==> config.mk <==
export PLATFORM = sky130hd
export DESIGN_NAME = idct2d_sched
export DESIGN_NICKNAME = d
export VERILOG_FILES = /design/src/rtl/idct2d_pkg.sv /design/src/rtl/idct2d_tbuf.sv /design/src/rtl/idct2d_sched.sv
export SDC_FILE = /design/constraint.sdc
export NUM_CORES = 1
export LEC_CHECK = 0
export BUFFER_PORTS_ARGS = -buffer_cell sky130_fd_sc_hd__buf_4
export CAP_MARGIN = 15
export CORE_MARGIN = 3
export CORE_UTILIZATION = 56
export CTS_BUF_LIST = sky130_fd_sc_hd__clkbuf_4
export DETAILED_ROUTE_END_ITERATION = 6
export PLACE_DENSITY_LB_ADDON = 0.12
export SLEW_MARGIN = 5
export SYNTH_ARGS = -nofsm -noshare
export SYNTH_HDL_FRONTEND = slang
export SYNTH_SLANG_ARGS = --single-unit
==> constraint.sdc <==
create_clock -name clock -period 14.6 [get_ports clock]
set_input_delay 2.19 -clock clock [delete_from_list [all_inputs] [get_ports clock]]
set_output_delay 2.19 -clock clock [all_outputs]
set_load 0.01 [all_outputs]
==> src/rtl/idct2d_pkg.sv <==
// rtl/idct2d_pkg.sv - shared constants and types for the 8x8 IDCT scheduler
package idct2d_pkg;

  localparam int N     = 8;
  localparam int W_IN  = 16;
  localparam int W_OUT = 9;

  typedef logic       bank_t;
  typedef logic [2:0] idx_t;

  localparam idx_t LAST_IDX = idx_t'(N - 1);

  typedef enum logic {
    IDLE  = 1'b0,
    DRAIN = 1'b1
  } rd_state_t;

endpackage

==> src/rtl/idct2d_tbuf.sv <==
// rtl/idct2d_tbuf.sv - ping-pong transpose buffer, row-wise write port and column-wise read port
module idct2d_tbuf
  import idct2d_pkg::*;
(
  input  logic              clock,
  input  logic              wr_en_i,
  input  bank_t             wr_bank_i,
  input  idx_t              wr_row_i,
  input  logic [N*W_IN-1:0] wr_data_i,
  input  bank_t             rd_bank_i,
  input  idx_t              rd_col_i,
  output logic [N*W_IN-1:0] rd_data_o
);

  // Indexed [bank][column][row]; contents are deliberately not reset.
  logic [W_IN-1:0] mem_q [2][N][N];

  always_ff @(posedge clock) begin
    if (wr_en_i) begin
      for (int j = 0; j < N; j++) begin
        mem_q[wr_bank_i][j][wr_row_i] <= wr_data_i[j*W_IN +: W_IN];
      end
    end
  end

  always_comb begin
    rd_data_o = '0;
    for (int r = 0; r < N; r++) begin
      rd_data_o[r*W_IN +: W_IN] = mem_q[rd_bank_i][rd_col_i][r];
    end
  end

endmodule

==> src/rtl/idct2d_sched.sv <==
// rtl/idct2d_sched.sv - row/column pass scheduler for the 2-D IDCT around external 1-D kernels
module idct2d_sched
  import idct2d_pkg::*;
(
  input  logic               clock,
  input  logic               reset,
  input  logic               in_valid,
  output logic               in_ready,
  input  logic [N*W_IN-1:0]  in_data,
  output logic               rk_go,
  output logic [N*W_IN-1:0]  rk_a,
  input  logic [N*W_IN-1:0]  rk_b,
  output logic               ck_go,
  output logic [N*W_IN-1:0]  ck_a,
  input  logic [N*W_OUT-1:0] ck_b,
  output logic               out_valid,
  input  logic               out_ready,
  output logic [N*W_OUT-1:0] out_data,
  output logic [2:0]         out_col,
  output logic               out_last
);

  logic [1:0] full_q, full_d;
  bank_t      wbank_q, rbank_q;
  idx_t       wr_q, rc_q;
  rd_state_t  state_q;
  logic       out_valid_q;
  logic       in_accept, out_accept;

  // Gated by the reset pin so the writer reports not-ready for the whole reset interval.
  assign in_ready   = reset & ~full_q[wbank_q];
  assign in_accept  = in_valid & in_ready;
  assign out_accept = out_valid_q & out_ready;

  assign rk_go     = in_accept;
  assign rk_a      = in_data;
  assign out_valid = out_valid_q;
  assign ck_go     = out_valid_q;
  assign out_data  = ck_b;
  assign out_col   = rc_q;
  assign out_last  = out_valid_q & (rc_q == LAST_IDX);

  // Set and clear always hit different banks, so both apply.
  always_comb begin
    full_d = full_q;
    if (out_accept && rc_q == LAST_IDX) full_d[rbank_q] = 1'b0;
    if (in_accept && wr_q == LAST_IDX)  full_d[wbank_q] = 1'b1;
  end

  // Reader decisions look at full_d so column 0 follows the row-7 accept by one cycle.
  always_ff @(posedge clock or negedge reset) begin
    if (!reset) begin
      full_q      <= 2'b00;
      wbank_q     <= 1'b0;
      rbank_q     <= 1'b0;
      wr_q        <= '0;
      rc_q        <= '0;
      state_q     <= IDLE;
      out_valid_q <= 1'b0;
    end else begin
      full_q <= full_d;
      if (in_accept) begin
        wr_q <= wr_q + 3'd1;
        if (wr_q == LAST_IDX) wbank_q <= ~wbank_q;
      end
      case (state_q)
        IDLE: begin
          if (full_d[rbank_q]) begin
            state_q     <= DRAIN;
            out_valid_q <= 1'b1;
            rc_q        <= '0;
          end
        end
        DRAIN: begin
          if (out_accept) begin
            rc_q <= rc_q + 3'd1;
            if (rc_q == LAST_IDX) begin
              rbank_q <= ~rbank_q;
              if (!full_d[~rbank_q]) begin
                state_q     <= IDLE;
                out_valid_q <= 1'b0;
              end
            end
          end
        end
        default: begin
          state_q     <= IDLE;
          out_valid_q <= 1'b0;
        end
      endcase
    end
  end

  idct2d_tbuf u_tbuf (
    .clock     (clock),
    .wr_en_i   (in_accept),
    .wr_bank_i (wbank_q),
    .wr_row_i  (wr_q),
    .wr_data_i (rk_b),
    .rd_bank_i (rbank_q),
    .rd_col_i  (rc_q),
    .rd_data_o (ck_a)
  );

endmodule
==> results.json <==
{
  "synth.largest_area_cell": "edfxtp_1",
  "syn_avg_cell_area_um2": 24.4,
  "crit_top_cell": "buf_4",
  "max_stage_delay_ns": 0.83,
  "synth_cell_types": 35,
  "cts-htree-levels": 6,
  "fin_crit_ns": 7.43,
  "yosys_most_used_dff": "edfxtp_1",
  "clk_pin_slew_ns": 0.06,
  "period_share_pct": 50.9,
  "cts_tree": "done",
  "drt_iter0_drc": 2839,
  "combPwrFrac_pct": 15.5,
  "final_max_slew_viol_count": 0,
  "ctsHoldBuffers": 0,
  "grt_first_pass_wirelength_um": 257000,
  "max_freq_mhz": 135,
  "final_cell_area_um2": 87900,
  "slowest_stage": "dfrtp_4",
  "grt_usage_pct": 24.0,
  "ys_top_cells_by_area": "edfxtp_1 78%, mux4_2 17%, buf_4 2.0%",
  "p_int_w": 0.0101,
  "drc": 0,
  "num_rows": 137,
  "reg2reg_depth": 7,
  "critPathMaxFanout": 101,
  "utilization_pct": 62.9,
  "switching_share_pct": 24.9,
  "seq_area_um2": 61800,
  "finClkSkew_ns": 0.0360,
  "holdCritPathClass": "register to register",
  "initial_core_util_pct": 56.6,
  "ff2ff_setup_slack_ns": 9.83,
  "via_per_inst": 6.08,
  "netlist_area_um2": 79100,
  "dieArea_um2": 146000,
  "drv_cap": 0,
  "cts_buffers": 532,
  "relSlewSlack_pct": 25.3,
  "vias": 36000,
  "yosysMostFrequentCell": "edfxtp_1",
  "core_um2": 140000,
  "first_pass_iters": 7,
  "worstSkewPairLatency_ns": 1.22,
  "die_y_um": 382,
  "clockRootBuffer": "clkbuf_4",
  "cts_resized": 0,
  "pwr-share-clk_pct": 33.5,
  "numPortBuffers": 267,
  "wire_per_inst_um": 28.9,
  "cp.depth": 6,
  "clock_path_buffers": 4,
  "setup_viol": 0,
  "leakagePower_nw": 27.5,
  "worst_pin_slew_ns": 1.12,
  "drive_above_1_share_pct": 42.2,
  "grt_antenna_before_repair": 6,
  "whs_ns": 0.597,
  "ys_ff_latch": 2060,
  "die_x_um": 382,
  "syn_to_final_growth_pct": 11.1,
  "synth_fp_nets": 3575,
  "pwr-share-seq_pct": 51.0,
  "cp-end-kind": "primary output",
  "holdPathStages": 2,
  "placed_area_um2": 81900,
  "dp_hpwl_um": 98500,
  "crit_buf_inv": 3,
  "drtAntennaViolNets": 0,
  "yosys-top-cells-count": "2048 x edfxtp_1, 604 x mux4_2, 212 x buf_4, 69 x buf_2, 63 x clkbuf_1",
  "io-pin-count": 668,
  "switchingPower_w": 0.00336,
  "clock_sinks": 2060,
  "postCtsSetupBuffers": 0,
  "critPathKind": "register to primary output",
  "finalHoldViolCount": 0,
  "synth_top_area_share_pct": 77.7,
  "rsz0062_at_grt": "false",
  "synth_edf_count": 2048,
  "place.gp.congestion": 0.757,
  "postSynth.asyncResetShare_pct": 0.583,
  "grt_max_degree": 148,
  "grt_pass1_vias": 39600,
  "crit_chain": "buf_4, buf_12, mux4_2, a211oi_1, a21oi_1, buf_4",
  "power_density_nw_per_um2": 153,
  "cp.required_ns": 12.41,
  "peakVddDrop_mv": 0.110,
  "cp.arrival_ns": 5.24,
  "cpLargestDelayFamily": "buffers and inverters",
  "wl_um": 171000,
  "gr-total-overflow": 0,
  "outcome": "completed",
  "seq_area_frac_synth_pct": 78.1,
  "nNetsFinal": 4075,
  "startpoint_type": "register",
  "ys.warnings.count": 0,
  "fillers": 9609,
  "multi_input_area_um2": 15200,
  "synth_cells": 3239
}
## power by group through the flow
stage | Combinational [W] | Clock [W] | Sequential [W]
after floorplan | 0.00134 | 0 | 0.00699
after global placement | 0.00210 | 0 | 0.00698
after detailed placement | 0.00213 | 0 | 0.00700
after CTS | 0.00214 | 0.00466 | 0.00687
after global routing | 0.00223 | 0.00500 | 0.00688
final | 0.00209 | 0.00451 | 0.00687
## cell type report
cell class	count	area share, %
antenna	8	0.0228
clock buffer	727	6.21
clock inverter	111	0.669
inverter	3	0.0128
multi-input combinational	816	17.3
sequential	2060	70.3
tap	1876	2.67
timing repair buffer	326	2.85
## through the flow
| stage | cells | total power, W | setup TNS [ns] | setup slack (ns) |
|---|---|---|---|---|
| 2_1_floorplan | 3239 | 0.00833 | -331.29 | -0.863 |
| 5_1_grt | 5921 | 0.0141 | 0 | 6.61 |
| 4_1_cts | 5919 | 0.0137 | 0 | 6.83 |
| 3_5_place_dp | 5081 | 0.00913 | 0 | 8.27 |
| 6_report | 5927 | 0.0135 | 0 | 7.17 |
| 3_3_place_gp | 5081 | 0.00908 | 0 | 8.29 |
## sequential cells by signal (all words and copies together), names as in the netlist
signal,flops
u_tbuf.mem_q,2048
rbank_q,1
out_col,3
wbank_q,1
full_q,2
wr_q,3
state_q,1
ck_go,1
## cells in the final DEF, fill, tap and decap left out, types with 9 or more instances in the layout
| master | instances |
|---|---|
| nor2b_1 | 37 |
| edfxtp_1 | 2048 |
| clkbuf_4 | 727 |
| mux2i_1 | 37 |
| clkinv_1 | 85 |
| nor2_4 | 9 |
| a211oi_1 | 37 |
| inv_2 | 9 |
| buf_4 | 321 |
| a21oi_1 | 36 |
| clkinv_2 | 11 |
| mux4_2 | 604 |
## cell families (layout without fill, tap and decap cells)
kind of cell | count (synthesis) | after routing | share of synthesized area, %
and+or+nand+nor | 84 | 84 | 0.591
xor gates and xnor gates | 2 | 2 | 0.0221
other | 0 | 8 | 0
muxes | 641 | 641 | 17.7
DFF | 2060 | 2060 | 78.1
adders and majority gates | 4 | 4 | 0.0632
AOI/OAI and AO/OA | 85 | 85 | 0.702
buffers and inverters | 363 | 1167 | 2.88
## worst paths after layout
| kind | startpoint | to |
|---|---|---|
| hold reg to reg | full_q[0] | wbank_q |
| hold / removal | full_q[0] | wbank_q |
| max in group asynchronous | reset | out_col[1] |
| min in group asynchronous | reset | out_col[0] |
| setup reg to reg | wbank_q | u_tbuf.mem_q[1][747] |
| setup / recovery | rbank_q | ck_a[5] |
## layer usage
metal / part of all wire (%) / track usage (%) / vias up
li1: - / - / 15000
met1: 38 / 30.8 / 19200
met2: 50 / 38.3 / 1503
met3: 9.0 / 8.82 / 288
met4: 2.1 / 7.97 / 12
met5: 0.17 / 1.32 / -
## worst reg2reg max path: stages (launching register included)
cell and delay, ns:
dfrtp_1 0.60, mux2i_1 0.35, nand3_1 0.39, inv_1 0.34, nand3b_1 0.34, nor2_4 0.75, buf_4 0.61, buf_4 0.85
Power figures use the tool's default switching activity.
